File: src/rtl/mult_arb_pkg.sv
// mult_arb_pkg: state encoding and default parameters shared by mult_arbiter
package mult_arb_pkg;
   localparam int DEF_WIDTH = 16;
   localparam int DEF_TIMEOUT = 72;
   typedef enum logic [1:0] {IDLE, START, WAIT, DELIVER} state_t;
endpackage

File: src/rtl/mult_arbiter_if.sv
// mult_arbiter_if: requester and multiplier signals of mult_arbiter; slave is the arbiter side
interface mult_arbiter_if import mult_arb_pkg::*; #(parameter int WIDTH = DEF_WIDTH);
   logic [1:0] req;
   logic [WIDTH-1:0] a0, b0, a1, b1;
   logic [1:0] gnt, ack;
   logic [2*WIDTH-1:0] result;
   logic busy, mul_st, mul_done, err;
   logic [WIDTH-1:0] mul_a, mul_b;
   logic [2*WIDTH-1:0] mul_p;
   modport master (
      output req, a0, b0, a1, b1, mul_done, mul_p,
      input gnt, ack, result, busy, mul_st, mul_a, mul_b, err
   );
   modport slave (
      input req, a0, b0, a1, b1, mul_done, mul_p,
      output gnt, ack, result, busy, mul_st, mul_a, mul_b, err
   );
endinterface

File: src/rtl/mult_arb_rr.sv
// mult_arb_rr: two-way round-robin picker; a sole requester wins, a tie goes to the one not granted last
module mult_arb_rr (
   input  logic [1:0] req,
   input  logic       last,
   output logic [1:0] win
);
   assign win = (req == 2'b11) ? (last ? 2'b01 : 2'b10) : req;
endmodule

File: src/rtl/mult_arbiter.sv
// mult_arbiter: shares one shift-add multiplier between two requesters; MULT_ARB_TIMEOUT_EN adds a WAIT watchdog
module mult_arbiter import mult_arb_pkg::*; #(
   parameter int WIDTH = DEF_WIDTH,
   parameter int TIMEOUT = DEF_TIMEOUT
) (
   input logic Clk,
   input logic reset,
   mult_arbiter_if.slave bus
);
   state_t st, nxt;
   logic [1:0] win, win_q;
   logic last, mul_st_q, tmo, err_q;
   logic [WIDTH-1:0] a_q, b_q;
   logic [2*WIDTH-1:0] res_q;

   mult_arb_rr u_rr (.req(bus.req), .last(last), .win(win));

   // state register
   always_ff @(posedge Clk or posedge reset)
      if (reset) st <= IDLE;
      else st <= nxt;

   // next-state logic
   always_comb begin
      nxt = st;
      case (st)
         IDLE:    nxt = |bus.req ? START : IDLE;
         START:   nxt = WAIT;
         WAIT:    nxt = bus.mul_done ? DELIVER : (tmo ? IDLE : WAIT);
         DELIVER: nxt = IDLE;
      endcase
   end

   // winner/operand capture on grant, start pulse on leaving START, product capture in WAIT
   always_ff @(posedge Clk or posedge reset)
      if (reset) begin
         win_q <= 2'b00;
         last <= 1'b1;
         a_q <= '0;
         b_q <= '0;
         res_q <= '0;
         mul_st_q <= 1'b0;
      end else begin
         mul_st_q <= st == START;
         if (st == IDLE && |bus.req) begin
            win_q <= win;
            last <= win[1];
            a_q <= win[1] ? bus.a1 : bus.a0;
            b_q <= win[1] ? bus.b1 : bus.b0;
         end
         if (st == WAIT && bus.mul_done) res_q <= bus.mul_p;
      end

`ifdef MULT_ARB_TIMEOUT_EN
   localparam int CW = $clog2(TIMEOUT + 1);
   logic [CW-1:0] cnt;
   assign tmo = st == WAIT && !bus.mul_done && cnt == CW'(TIMEOUT - 1);

   // watchdog: cleared in START, counts WAIT cycles; err stays set until reset
   always_ff @(posedge Clk or posedge reset)
      if (reset) begin
         cnt <= '0;
         err_q <= 1'b0;
      end else begin
         cnt <= st == START ? '0 : (st == WAIT ? cnt + 1'b1 : cnt);
         if (tmo) err_q <= 1'b1;
      end
`else
   logic unused_timeout;
   assign unused_timeout = |TIMEOUT;
   assign tmo = 1'b0;
   assign err_q = 1'b0;
`endif

   assign bus.gnt = st == START ? win_q : 2'b00;
   assign bus.ack = st == DELIVER ? win_q : 2'b00;
   assign bus.busy = st != IDLE;
   assign bus.mul_st = mul_st_q;
   assign bus.mul_a = a_q;
   assign bus.mul_b = b_q;
   assign bus.result = res_q;
   assign bus.err = err_q;
endmodule

File: src/flat_wrapper.sv
// flat-port wrapper written by rule: the top's interface ports become plain ports
module mult_arbiter_flat import mult_arb_pkg::*;
#(
   parameter int WIDTH = DEF_WIDTH,
   parameter int TIMEOUT = DEF_TIMEOUT
)
  (Clk, reset, bus_req, bus_a0, bus_b0, bus_a1, bus_b1, bus_mul_done, bus_mul_p, bus_gnt, bus_ack, bus_result, bus_busy, bus_mul_st, bus_mul_a, bus_mul_b, bus_err);
  mult_arbiter_if #(.WIDTH(WIDTH)) bus_i ();
  input logic Clk;
  input logic reset;
  input wire logic [$bits(bus_i.req)-1:0] bus_req;
  input wire logic [$bits(bus_i.a0)-1:0] bus_a0;
  input wire logic [$bits(bus_i.b0)-1:0] bus_b0;
  input wire logic [$bits(bus_i.a1)-1:0] bus_a1;
  input wire logic [$bits(bus_i.b1)-1:0] bus_b1;
  input wire logic [$bits(bus_i.mul_done)-1:0] bus_mul_done;
  input wire logic [$bits(bus_i.mul_p)-1:0] bus_mul_p;
  output wire logic [$bits(bus_i.gnt)-1:0] bus_gnt;
  output wire logic [$bits(bus_i.ack)-1:0] bus_ack;
  output wire logic [$bits(bus_i.result)-1:0] bus_result;
  output wire logic [$bits(bus_i.busy)-1:0] bus_busy;
  output wire logic [$bits(bus_i.mul_st)-1:0] bus_mul_st;
  output wire logic [$bits(bus_i.mul_a)-1:0] bus_mul_a;
  output wire logic [$bits(bus_i.mul_b)-1:0] bus_mul_b;
  output wire logic [$bits(bus_i.err)-1:0] bus_err;
  assign bus_i.req = bus_req;
  assign bus_i.a0 = bus_a0;
  assign bus_i.b0 = bus_b0;
  assign bus_i.a1 = bus_a1;
  assign bus_i.b1 = bus_b1;
  assign bus_i.mul_done = bus_mul_done;
  assign bus_i.mul_p = bus_mul_p;
  assign bus_gnt = bus_i.gnt;
  assign bus_ack = bus_i.ack;
  assign bus_result = bus_i.result;
  assign bus_busy = bus_i.busy;
  assign bus_mul_st = bus_i.mul_st;
  assign bus_mul_a = bus_i.mul_a;
  assign bus_mul_b = bus_i.mul_b;
  assign bus_err = bus_i.err;
  mult_arbiter #(.WIDTH(WIDTH), .TIMEOUT(TIMEOUT)) u_core (.Clk(Clk), .reset(reset), .bus(bus_i));
endmodule
File: config.mk
export PLATFORM = sky130hd
export DESIGN_NAME = mult_arbiter_flat
export DESIGN_NICKNAME = d
export VERILOG_FILES = /design/src/rtl/mult_arb_pkg.sv /design/src/rtl/mult_arbiter_if.sv /design/src/rtl/mult_arb_rr.sv /design/src/rtl/mult_arbiter.sv /design/src/flat_wrapper.sv
export SDC_FILE = /design/constraint.sdc
export NUM_CORES = 1
export LEC_CHECK = 0
export BUFFER_PORTS_ARGS = -buffer_cell sky130_fd_sc_hd__buf_2
export CORE_MARGIN = 2
export CORE_UTILIZATION = 35
export DETAILED_ROUTE_END_ITERATION = 16
export PLACE_DENSITY = 0.69
export SLEW_MARGIN = 20
export SYNTH_ARGS = -nofsm -noshare
export SYNTH_HDL_FRONTEND = slang
export SYNTH_SLANG_ARGS = --single-unit
File: constraint.sdc
create_clock -name Clk -period 7.4 [get_ports Clk]
set_clock_uncertainty 0.15 [all_clocks]
set_input_delay 2.22 -clock Clk [delete_from_list [all_inputs] [get_ports Clk]]
set_output_delay 2.22 -clock Clk [all_outputs]
set_load 0.005 [all_outputs]
==> qor.yml <==
outcome:
  status: "finished, final reports clean"
grt:
  grt.busiest_layer: "met2"
  track_usage_pct: 15.9
  grt_max_degree: 71
  met3_usage_pct: 6.50
  grt_first_pass_wirelength_um: 12200
  grt_overflow: 0
  antenna_found_initial: 0
  met2_usage_pct: 25.5
  grt_use_met1_pct: 20.0
  grt_pass1_vias: 2615
final_layout:
  syn2layout_area_growth_pct: 36.6
  final_core_util_pct: 49.7
  mostFrequentLayoutCells: "buf_2 (170), dfrtp_1 (69), a21oi_1 (60)"
  n_antenna_cell: 0
  final_common_cell: "buf_2"
  nFillCells: 821
  final_layout_size_suffix_gt1_share_pct: 52.5
  nets: 544
clock_network:
  clk_pin_slew_worst_paths_ns: 0.09
  numCtsBuffers: 9
  clkLatencyLatePin_ns: 0.34
  hold_buffers: 0
  cts_setup_buffers: 0
  post_cts_resized: 0
  tritoncts: "done"
  clk_path_buf_depth: 2
  clock_sinks: 70
  htree_levels: 3
  ctsRootBufferMaster: "clkbuf_8"
route:
  num_vias: 2556
  wl_um: 7230
  postRouteAntennaNets: 0
  post-route-drc-count: 0
  vias_per_cell: 4.66
  drt-initial-drc-count: 64
  avgRoutedWirePerCell_um: 13.2
  drtPass1Iterations: 4
timing:
  post-route-period-util_pct: 51.1
  finalHoldViolCount: 0
  worstMarginPinSlew_ns: 0.868
  rsz0062_at_grt: "no"
  slew_violations: 0
  whs_ns: 0.352
  fmax_ghz: 0.264
  setup_viol: 0
  setup_tns_ns: 0
  slew_headroom_pct: 42.2
  layout_min_cycle_time_ns: 3.78
power:
  leakagePower_nw: 2.08
  ir_drop_uv: 200
  power.total_mw: 1.67
  p_per_area_nw_per_um2: 408
  power_frac_comb_pct: 39.1
  p_clk_share_pct: 20.4
  power.share.sequential_pct: 40.5
  swShare_pct: 34.1
  p_sw_mw: 0.570
  internal_power_mw: 1.10
yosys:
  synth-async-reset-ratio_pct: 100
  synth-edff-count: 0
  syn-cell-area_um2: 3000
  yosys-top-cells-area: "dfrtp_1 (58%), mux2_2 (12%), a21oi_1 (10%)"
  synth_seq_cells: 70
  yosys_warnings: 0
  synth-seq-area-share_pct: 58.4
  synth.top_cell.area_share_pct: 57.5
  syn_nets: 378
  avgSynthCellArea_um2: 11.0
  yosysUniqueCellTypes: 21
  netlist_instances: 273
  synth_largest_area_cell: "dfrtp_1"
  synth_ff_type: "dfrtp_1"
critical_path:
  timing.rr.start: "u_core.st[0]"
  critPathMaxFanout: 7
  start_kind: "flip-flop"
  r2r-end: "u_core.bus.mul_b[5]"
  path_class: "flip-flop to output port"
  cp.required_ns: 5.03
  reg2reg_depth: 5
  critPathCaptureType: "output port"
  cp_data_arrival_time_ns: 1.41
  r2r_slack_ns: 5.45
die:
  io_pins: 172
  dieWidth_um: 96.6
  rows: 33
  fp.dieH_um: 96.6
  start_util_pct: 36.3
  die_area_um2: 9330
  design.core.area_um2: 8260
min_path:
  worstHoldStart: "u_core.bus.result[17]"
  hold_path_depth: 1
  min_to: "u_core.bus.result[17]"
  worstHoldPathType: "flip-flop to flip-flop"
placement:
  numPortBuffers: 170
  gp_congestion: 0.741
  hpwlAfterDp_um: 5310
flow_run:
  drv_cap: 0
## critical path, cell delays in order, from the launching register on
cell     delay (ns)
dfrtp_1        0.41
inv_1          0.09
ha_1           0.33
inv_1          0.10
buf_2          0.15
## how the worst max path moves through the flow
stage	from	to	cells past startpoint
final	u_core.st[0]	bus_busy	4
after global routing	u_core.st[0]	bus_busy	4
after CTS	u_core.st[0]	bus_busy	4
after detailed placement	bus_req[0]	u_core.bus.mul_b[5]	5
after global placement	bus_req[0]	u_core.bus.mul_a[8]	4
after floorplan	reset	u_core.bus.mul_a[0]	1
## cell type report
type	count	area, µm²	area share, %
Tap cell	105	131	3.20
Clock buffer	9	124	3.02
Clock inverter	7	97.6	2.38
Sequential cell	70	1750	42.8
Timing Repair Buffer	173	873	21.3
Multi-Input combinational cell	181	1110	27.0
Inverter	4	15.0	0.366
## flip-flops by register name, summed over array words and instances, names as in the netlist
register and flops:
u_core.bus.result 32, u_core.bus.mul_a 16, u_core.bus.mul_b 16, u_core.st 2, u_core.win_q 2, u_core.bus.mul_st 1
u_core.last 1
## cell usage after synthesis (2+ instances only)
library cell and instances:
buf_4 3, o21ai_0 2, and2_1 4, mux2_2 32, a21oi_2 6, nor2_1 33, buf_2 9, dfrtp_1 69
inv_1 4, a21oi_1 60, buf_6 5, ha_1 4, nand2_1 34
## logic make-up (layout without fill, tap and decap cells)
kind of cell	Yosys count	in the layout	synth area share, %
compound gates	73	73	13.8
fa+ha+maj	4	4	1.67
buf+inv	22	193	4.79
flops	70	70	58.4
mux	32	32	12.0
other cells	1	1	0.125
simple gates	71	71	9.21
## power groups by stage
stage | Combinational [mW] | Clock (mW) | Sequential, mW
CTS | 0.672 | 0.351 | 0.679
floorplan | 0.380 | 0 | 0.698
detailed placement | 0.671 | 0 | 0.686
finish | 0.654 | 0.341 | 0.677
global route | 0.734 | 0.372 | 0.703
global placement | 0.654 | 0 | 0.675
## routing by layer
metal,share of wire (%),vias to the layer above
met5,0,-
met4,1.0,0
met3,9.0,6
met2,47,123
met1,43,1181
li1,-,1246
## metrics by stage
step,instance area [µm²],setup slack [ns],cells
2_1_floorplan,3000,3.26,273
3_3_place_gp,3880,3.58,533
3_5_place_dp,3880,3.59,533
4_1_cts,4100,3.56,549
5_1_grt,4100,3.47,549
6_report,4100,3.62,549
(Power assumes the default switching activity.)
